File: src/rtl/core_run_pkg.sv
// Shared encodings for the core run controller: run modes, stop causes and FSM states.
package core_run_pkg;

  localparam logic [1:0] MODE_HALT = 2'd0;
  localparam logic [1:0] MODE_FREE = 2'd1;
  localparam logic [1:0] MODE_STEP = 2'd2;
  localparam logic [1:0] MODE_RUNN = 2'd3;

  localparam logic [1:0] CAUSE_ABORT   = 2'd0;
  localparam logic [1:0] CAUSE_HLT     = 2'd1;
  localparam logic [1:0] CAUSE_COUNT   = 2'd2;
  localparam logic [1:0] CAUSE_TIMEOUT = 2'd3;

  typedef enum logic [1:0] {
    ST_IDLE    = 2'd0,
    ST_RUN     = 2'd1,
    ST_STOPPED = 2'd2
  } run_state_t;

endpackage

File: src/rtl/clk_en_div.sv
// Divisor counter: latches the divisor on load and emits one tick every div+1 run cycles.
module clk_en_div #(
  parameter int W = 16
) (
  input  logic         clk,
  input  logic         reset,
  input  logic         load,
  input  logic         run,
  input  logic [W-1:0] div,
  output logic         tick
);

  logic [W-1:0] div_q;
  logic [W-1:0] divcnt;

  // Tick is decoded from registers only, so inputs never reach core_en combinationally.
  assign tick = run && (divcnt == div_q);

  always_ff @(posedge clk) begin
    if (reset) begin
      div_q  <= '0;
      divcnt <= '0;
    end else if (load) begin
      div_q  <= div;
      divcnt <= '0;
    end else if (run) begin
      divcnt <= tick ? '0 : divcnt + W'(1);
    end
  end

endmodule

File: src/rtl/core_run_ctrl.sv
// Run controller for the RISC-V core: generates core_en and stops on abort, hlt,
// exhausted step budget or cycle timeout.
module core_run_ctrl
  import core_run_pkg::*;
#(
  parameter int DIV_W = 16,
  parameter int CNT_W = 32
) (
  input  logic             CLOCK_50,
  input  logic             reset,
  input  logic [DIV_W-1:0] div,
  input  logic [1:0]       mode,
  input  logic             start,
  input  logic             abort,
  input  logic [CNT_W-1:0] step_n,
  input  logic [CNT_W-1:0] timeout,
  input  logic             hlt,
  output logic             core_en,
  output logic             running,
  output logic             done,
  output logic [1:0]       halt_cause,
  output logic [CNT_W-1:0] cycles,
  output run_state_t       state_dbg
);

  run_state_t       state, state_n;
  logic [1:0]       mode_q;
  logic [CNT_W-1:0] timeout_q;
  logic [CNT_W-1:0] remaining;
  logic [CNT_W-1:0] cycles_inc;
  logic             load, stop, counted, stop_count, stop_to;
  logic [1:0]       cause_n;

  clk_en_div #(.W(DIV_W)) u_div (
    .clk   (CLOCK_50),
    .reset (reset),
    .load  (load),
    .run   (state == ST_RUN),
    .div   (div),
    .tick  (core_en)
  );

  assign running    = (state == ST_RUN);
  assign state_dbg  = state;
  assign cycles_inc = cycles + CNT_W'(1);
  assign counted    = (mode_q == MODE_STEP) || (mode_q == MODE_RUNN);
  assign stop_count = core_en && counted && (remaining == CNT_W'(1));
  assign stop_to    = core_en && (timeout_q != '0) && (cycles_inc == timeout_q);

  always_comb begin
    state_n = state;
    load    = 1'b0;
    stop    = 1'b0;
    cause_n = halt_cause;
    case (state)
      ST_IDLE, ST_STOPPED: begin
        if (start && (mode != MODE_HALT)) begin
          load = 1'b1;
          // An empty RUNN budget completes immediately without issuing a pulse.
          if ((mode == MODE_RUNN) && (step_n == '0)) begin
            stop    = 1'b1;
            cause_n = CAUSE_COUNT;
          end
        end
      end
      ST_RUN: begin
        if (abort) begin
          stop    = 1'b1;
          cause_n = CAUSE_ABORT;
        end else if (hlt) begin
          stop    = 1'b1;
          cause_n = CAUSE_HLT;
        end else if (stop_count) begin
          stop    = 1'b1;
          cause_n = CAUSE_COUNT;
        end else if (stop_to) begin
          stop    = 1'b1;
          cause_n = CAUSE_TIMEOUT;
        end
      end
      default: state_n = ST_IDLE;
    endcase
    if (stop) state_n = ST_STOPPED;
    else if (load) state_n = ST_RUN;
  end

  always_ff @(posedge CLOCK_50) begin
    if (reset) state <= ST_IDLE;
    else       state <= state_n;
  end

  // A pulse issued in the stopping cycle is still counted.
  always_ff @(posedge CLOCK_50) begin
    if (reset) begin
      done       <= 1'b0;
      halt_cause <= CAUSE_ABORT;
      cycles     <= '0;
      remaining  <= '0;
      mode_q     <= MODE_HALT;
      timeout_q  <= '0;
    end else begin
      done       <= stop;
      halt_cause <= cause_n;
      if (load) begin
        mode_q    <= mode;
        timeout_q <= timeout;
        cycles    <= '0;
        if (mode == MODE_STEP)      remaining <= CNT_W'(1);
        else if (mode == MODE_RUNN) remaining <= step_n;
        else                        remaining <= '0;
      end else if (core_en) begin
        if (cycles != '1) cycles <= cycles_inc;
        if (counted) remaining <= remaining - CNT_W'(1);
      end
    end
  end

endmodule

File: config.mk
export PLATFORM = sky130hd
export DESIGN_NAME = core_run_ctrl
export DESIGN_NICKNAME = d
export VERILOG_FILES = /design/src/rtl/core_run_pkg.sv /design/src/rtl/clk_en_div.sv /design/src/rtl/core_run_ctrl.sv
export SDC_FILE = /design/constraint.sdc
export NUM_CORES = 1
export LEC_CHECK = 0
export CAP_MARGIN = 0
export CORE_AREA = 2 2 119 121
export DETAILED_ROUTE_END_ITERATION = 7
export DIE_AREA = 0 0 121 123
export PLACE_DENSITY = 0.89
export SETUP_SLACK_MARGIN = 0.05
export SLEW_MARGIN = 20
export SYNTH_ARGS = -nofsm -noshare
export SYNTH_HDL_FRONTEND = slang
export SYNTH_SLANG_ARGS = --single-unit
File: constraint.sdc
create_clock -name CLOCK_50 -period 4.2 [get_ports CLOCK_50]
set_input_delay 0.42 -clock CLOCK_50 [delete_from_list [all_inputs] [get_ports CLOCK_50]]
set_output_delay 0.42 -clock CLOCK_50 [all_outputs]
set_load 0.03 [all_outputs]
==> metrics.txt <==
# rows=43; die area=0.0149 sq mm; Area Growth Syn to Fin=26.6%; Clock Tree Buf Depth=2; pwr dens=384 mW/mm^2; Max Clock Skew=0.00490 ns; final hold slack=0.449 ns; startpoint types=flip-flop; antenna violations before repair=0; nets=1157; R2R cell count=9; Synth area leader=dfxtp_1; crit share post-route=88.1%; Setup CP Type=flip-flop to flip-flop; Synth Register Bits=134; GPL Wtd Cong=0.955; layout cell share with drive strength beyond 1=5.02%; Congestion Overflow GR=0; Seq/Total Area, Yosys=37.0%; HPWL after DPL=15.1 mm; Post-CTS Setup Bufs=0; die width=121 um; met1 usage=35.5%; Seq. cell area=0.00268 sq mm; clk sinks=134; Fmax achieved=270 MHz; top post-synthesis cells by area=dfxtp_1, nand2_1, xnor2_1; core area=0.0136 sq mm; Final ANT Viol Nets=0; Routed WL=21.3 mm; area of the multi-input gates=0.00431 sq mm; PortBufs=125; synth warn=0; GRT Overall Usage=28.9%; dominant synthesized flop cell=dfxtp_1; syn_nets=1059; required time worst endpoint=4.52 ns; Clock Latency Late Sink=0.43 ns; Post-synth EDFFs=0; Min-Delay Endpoint=mode_q[1]$_SDFFE_PP0P_; Die H=123 um; CP max FO=10; Synth top area share=37.0%; DR vias=7470; Cells after Synth=968; capturing point of the worst reg2reg path=state_dbg[0]$_SDFFE_PP0P_; first-pass GRT wire length=34.1 mm; max-slew violation count=0; Setup violations, final=0; peak supply drop=0.291 mV; most common cell after layout, fill and taps aside=nand2_1; status=complete, no violations; Data arrival, critical path=4.03 ns; Hold WC Path Type=flip-flop to flip-flop; async set-reset flop share out of synthesis=0%; cts repair resizes=0; Iteration-0 DRC Markers=667; largest net degree at the start of global routing=44; ant diodes=0; root buffer cell=clkbuf_16; relative slew slack=50.9%; clock period minus worst slack=3.70 ns; origin of the critical flop-to-flop path=cycles[10]$_SDFFE_PP0P_; Initial Util=53.3%; commonest cells after routing, fill and taps aside=nand2_1, dfxtp_1, nor2_1, clkdlybuf4s50_1, a21oi_1; vias in the first global route=7161; Initial DRT Pass Iterations=5; M2 GR Usage=47.2%; mapped cell area=0.00725 sq mm; average size of a mapped cell=7.49 sq um; Unique masters post-synth=54; leakage=3.23 nW; Fin Setup TNS=0 ns; R2R setup slack=0.50 ns; Least-Margin Pin Slew=0.736 ns; critical path endpoint category=flip-flop; Layout fillers=1055; # DRC=0; met3 Use GR=6.73%; Fin. Hold Viols=0; CTS buffer count=17; grt peak-use layer=met2; H-tree levels=4; unrepaired setup endpoints after global routing=false; CTS tree=done; Hold Path Depth=2; DR WL/cell=17.0 um; Finished Core Util=67.5%; Max Cap Violations=0; Worst-path clk slew=0.06 ns; Ports=126; hold_buf cts=0; vias per cell=5.95; critical hold path startpoint=mode_q[1]$_SDFFE_PP0P_
logic make-up (layout without fill, tap and decap cells):
group                    Yosys count  in the layout  share of synthesized area, %
AND/OR/NAND/NOR                  478            478                          30.7
adder cells (fa/ha/maj)            4              4                         0.690
XOR/XNOR                         110            110                          13.4
flip-flops                       134            134                          37.0
AO/OA/AOI/OAI                    171            171                          14.0
multiplexers                       4              4                         0.570
buffers and inverters             67            175                          3.64
power breakdown:
| part | internal [mW] | switching, mW | total, mW | leakage (nW) |
|---|---|---|---|---|
| combinational | 0.268 | 0.356 | 0.624 | 1.86 |
| sequential | 1.33 | 0.0682 | 1.40 | 1.09 |
| clock | 0.950 | 0.546 | 1.50 | 0.284 |
| total | 2.55 | 0.970 | 3.52 | 3.23 |
synthesized netlist by cell type (2+ instances only):
master,number
nor2b_1,2
inv_1,6
nor2_1,125
nor3_1,40
clkbuf_1,47
dfxtp_1,134
mux2i_1,3
buf_2,9
or2_2,3
nand2b_1,7
nor4b_1,2
a21o_1,5
o211ai_1,4
xnor2_1,63
nor4_1,32
a22oi_1,4
buf_1,3
a2bb2oi_1,2
nand2_1,170
o22ai_1,4
a211oi_1,6
or4_1,5
nand4b_1,3
a31oi_1,11
nand4_1,27
nor4_2,2
and2_1,7
a21oi_1,88
o21ai_0,26
or3_1,10
and3_1,6
a32oi_1,7
ha_1,4
xor2_1,46
a221oi_1,6
nand3_1,31
flip-flops by register name, indices dropped and copies added (netlist names):
register and cells:
cycles 32, done 1, halt_cause 2, mode_q 1, remaining 32, state_dbg 2
timeout_q 32, u_div.div_q 16, u_div.divcnt 16
stage by stage:
step | worst slack [ns] | power [mW] | instances | cell area, sq um
floorplan | 0.665 | 1.81 | 968 | 7250
global placement | 0.672 | 2.02 | 1227 | 8600
detailed placement | 0.598 | 2.03 | 1227 | 8600
CTS | 0.583 | 3.52 | 1256 | 9180
global route | 0.394 | 3.65 | 1256 | 9180
finish | 0.498 | 3.52 | 1256 | 9180
metal layers:
metal / routed length, um / up-vias
li1: - / 3565
met1: 8410 / 3442
met2: 10100 / 395
met3: 2000 / 68
met4: 779 / 0
met5: 0 / -
how the worst max path moves through the flow:
| stage | from | endpoint | slack (ns) | depth (start not counted) |
|---|---|---|---|---|
| 2_1_floorplan | cycles[13]$_SDFFE_PP0P_ | state_dbg[0]$_SDFFE_PP0P_ | 0.67 | 10 |
| 3_3_place_gp | cycles[10]$_SDFFE_PP0P_ | state_dbg[0]$_SDFFE_PP0P_ | 0.67 | 9 |
| 3_5_place_dp | cycles[10]$_SDFFE_PP0P_ | halt_cause[0]$_SDFFE_PP0P_ | 0.60 | 9 |
| 4_1_cts | cycles[10]$_SDFFE_PP0P_ | halt_cause[0]$_SDFFE_PP0P_ | 0.58 | 9 |
| 5_1_grt | cycles[10]$_SDFFE_PP0P_ | halt_cause[1]$_SDFFE_PP0P_ | 0.39 | 9 |
| 6_report | cycles[10]$_SDFFE_PP0P_ | state_dbg[0]$_SDFFE_PP0P_ | 0.50 | 9 |
layout make-up:
cell class / count / share of cell area [%]
repair buffers: 139 / 14.7
clock buffers: 20 / 4.97
flip-flops and latches: 134 / 29.2
inverters: 7 / 0.286
well taps: 180 / 2.45
multi-input cells: 767 / 46.9
clock inverters: 9 / 1.40
critical path: stages, from the launching register on:
cell and delay (ns):
dfxtp_1 0.52, nand3_1 0.26, or3_1 0.45, or4_1 0.43, xnor2_1 0.14, or4_1 0.51
or4b_1 0.50, nor4_2 0.41, nor3_1 0.18, and2_1 0.19
Power figures use the tool's default switching activity.
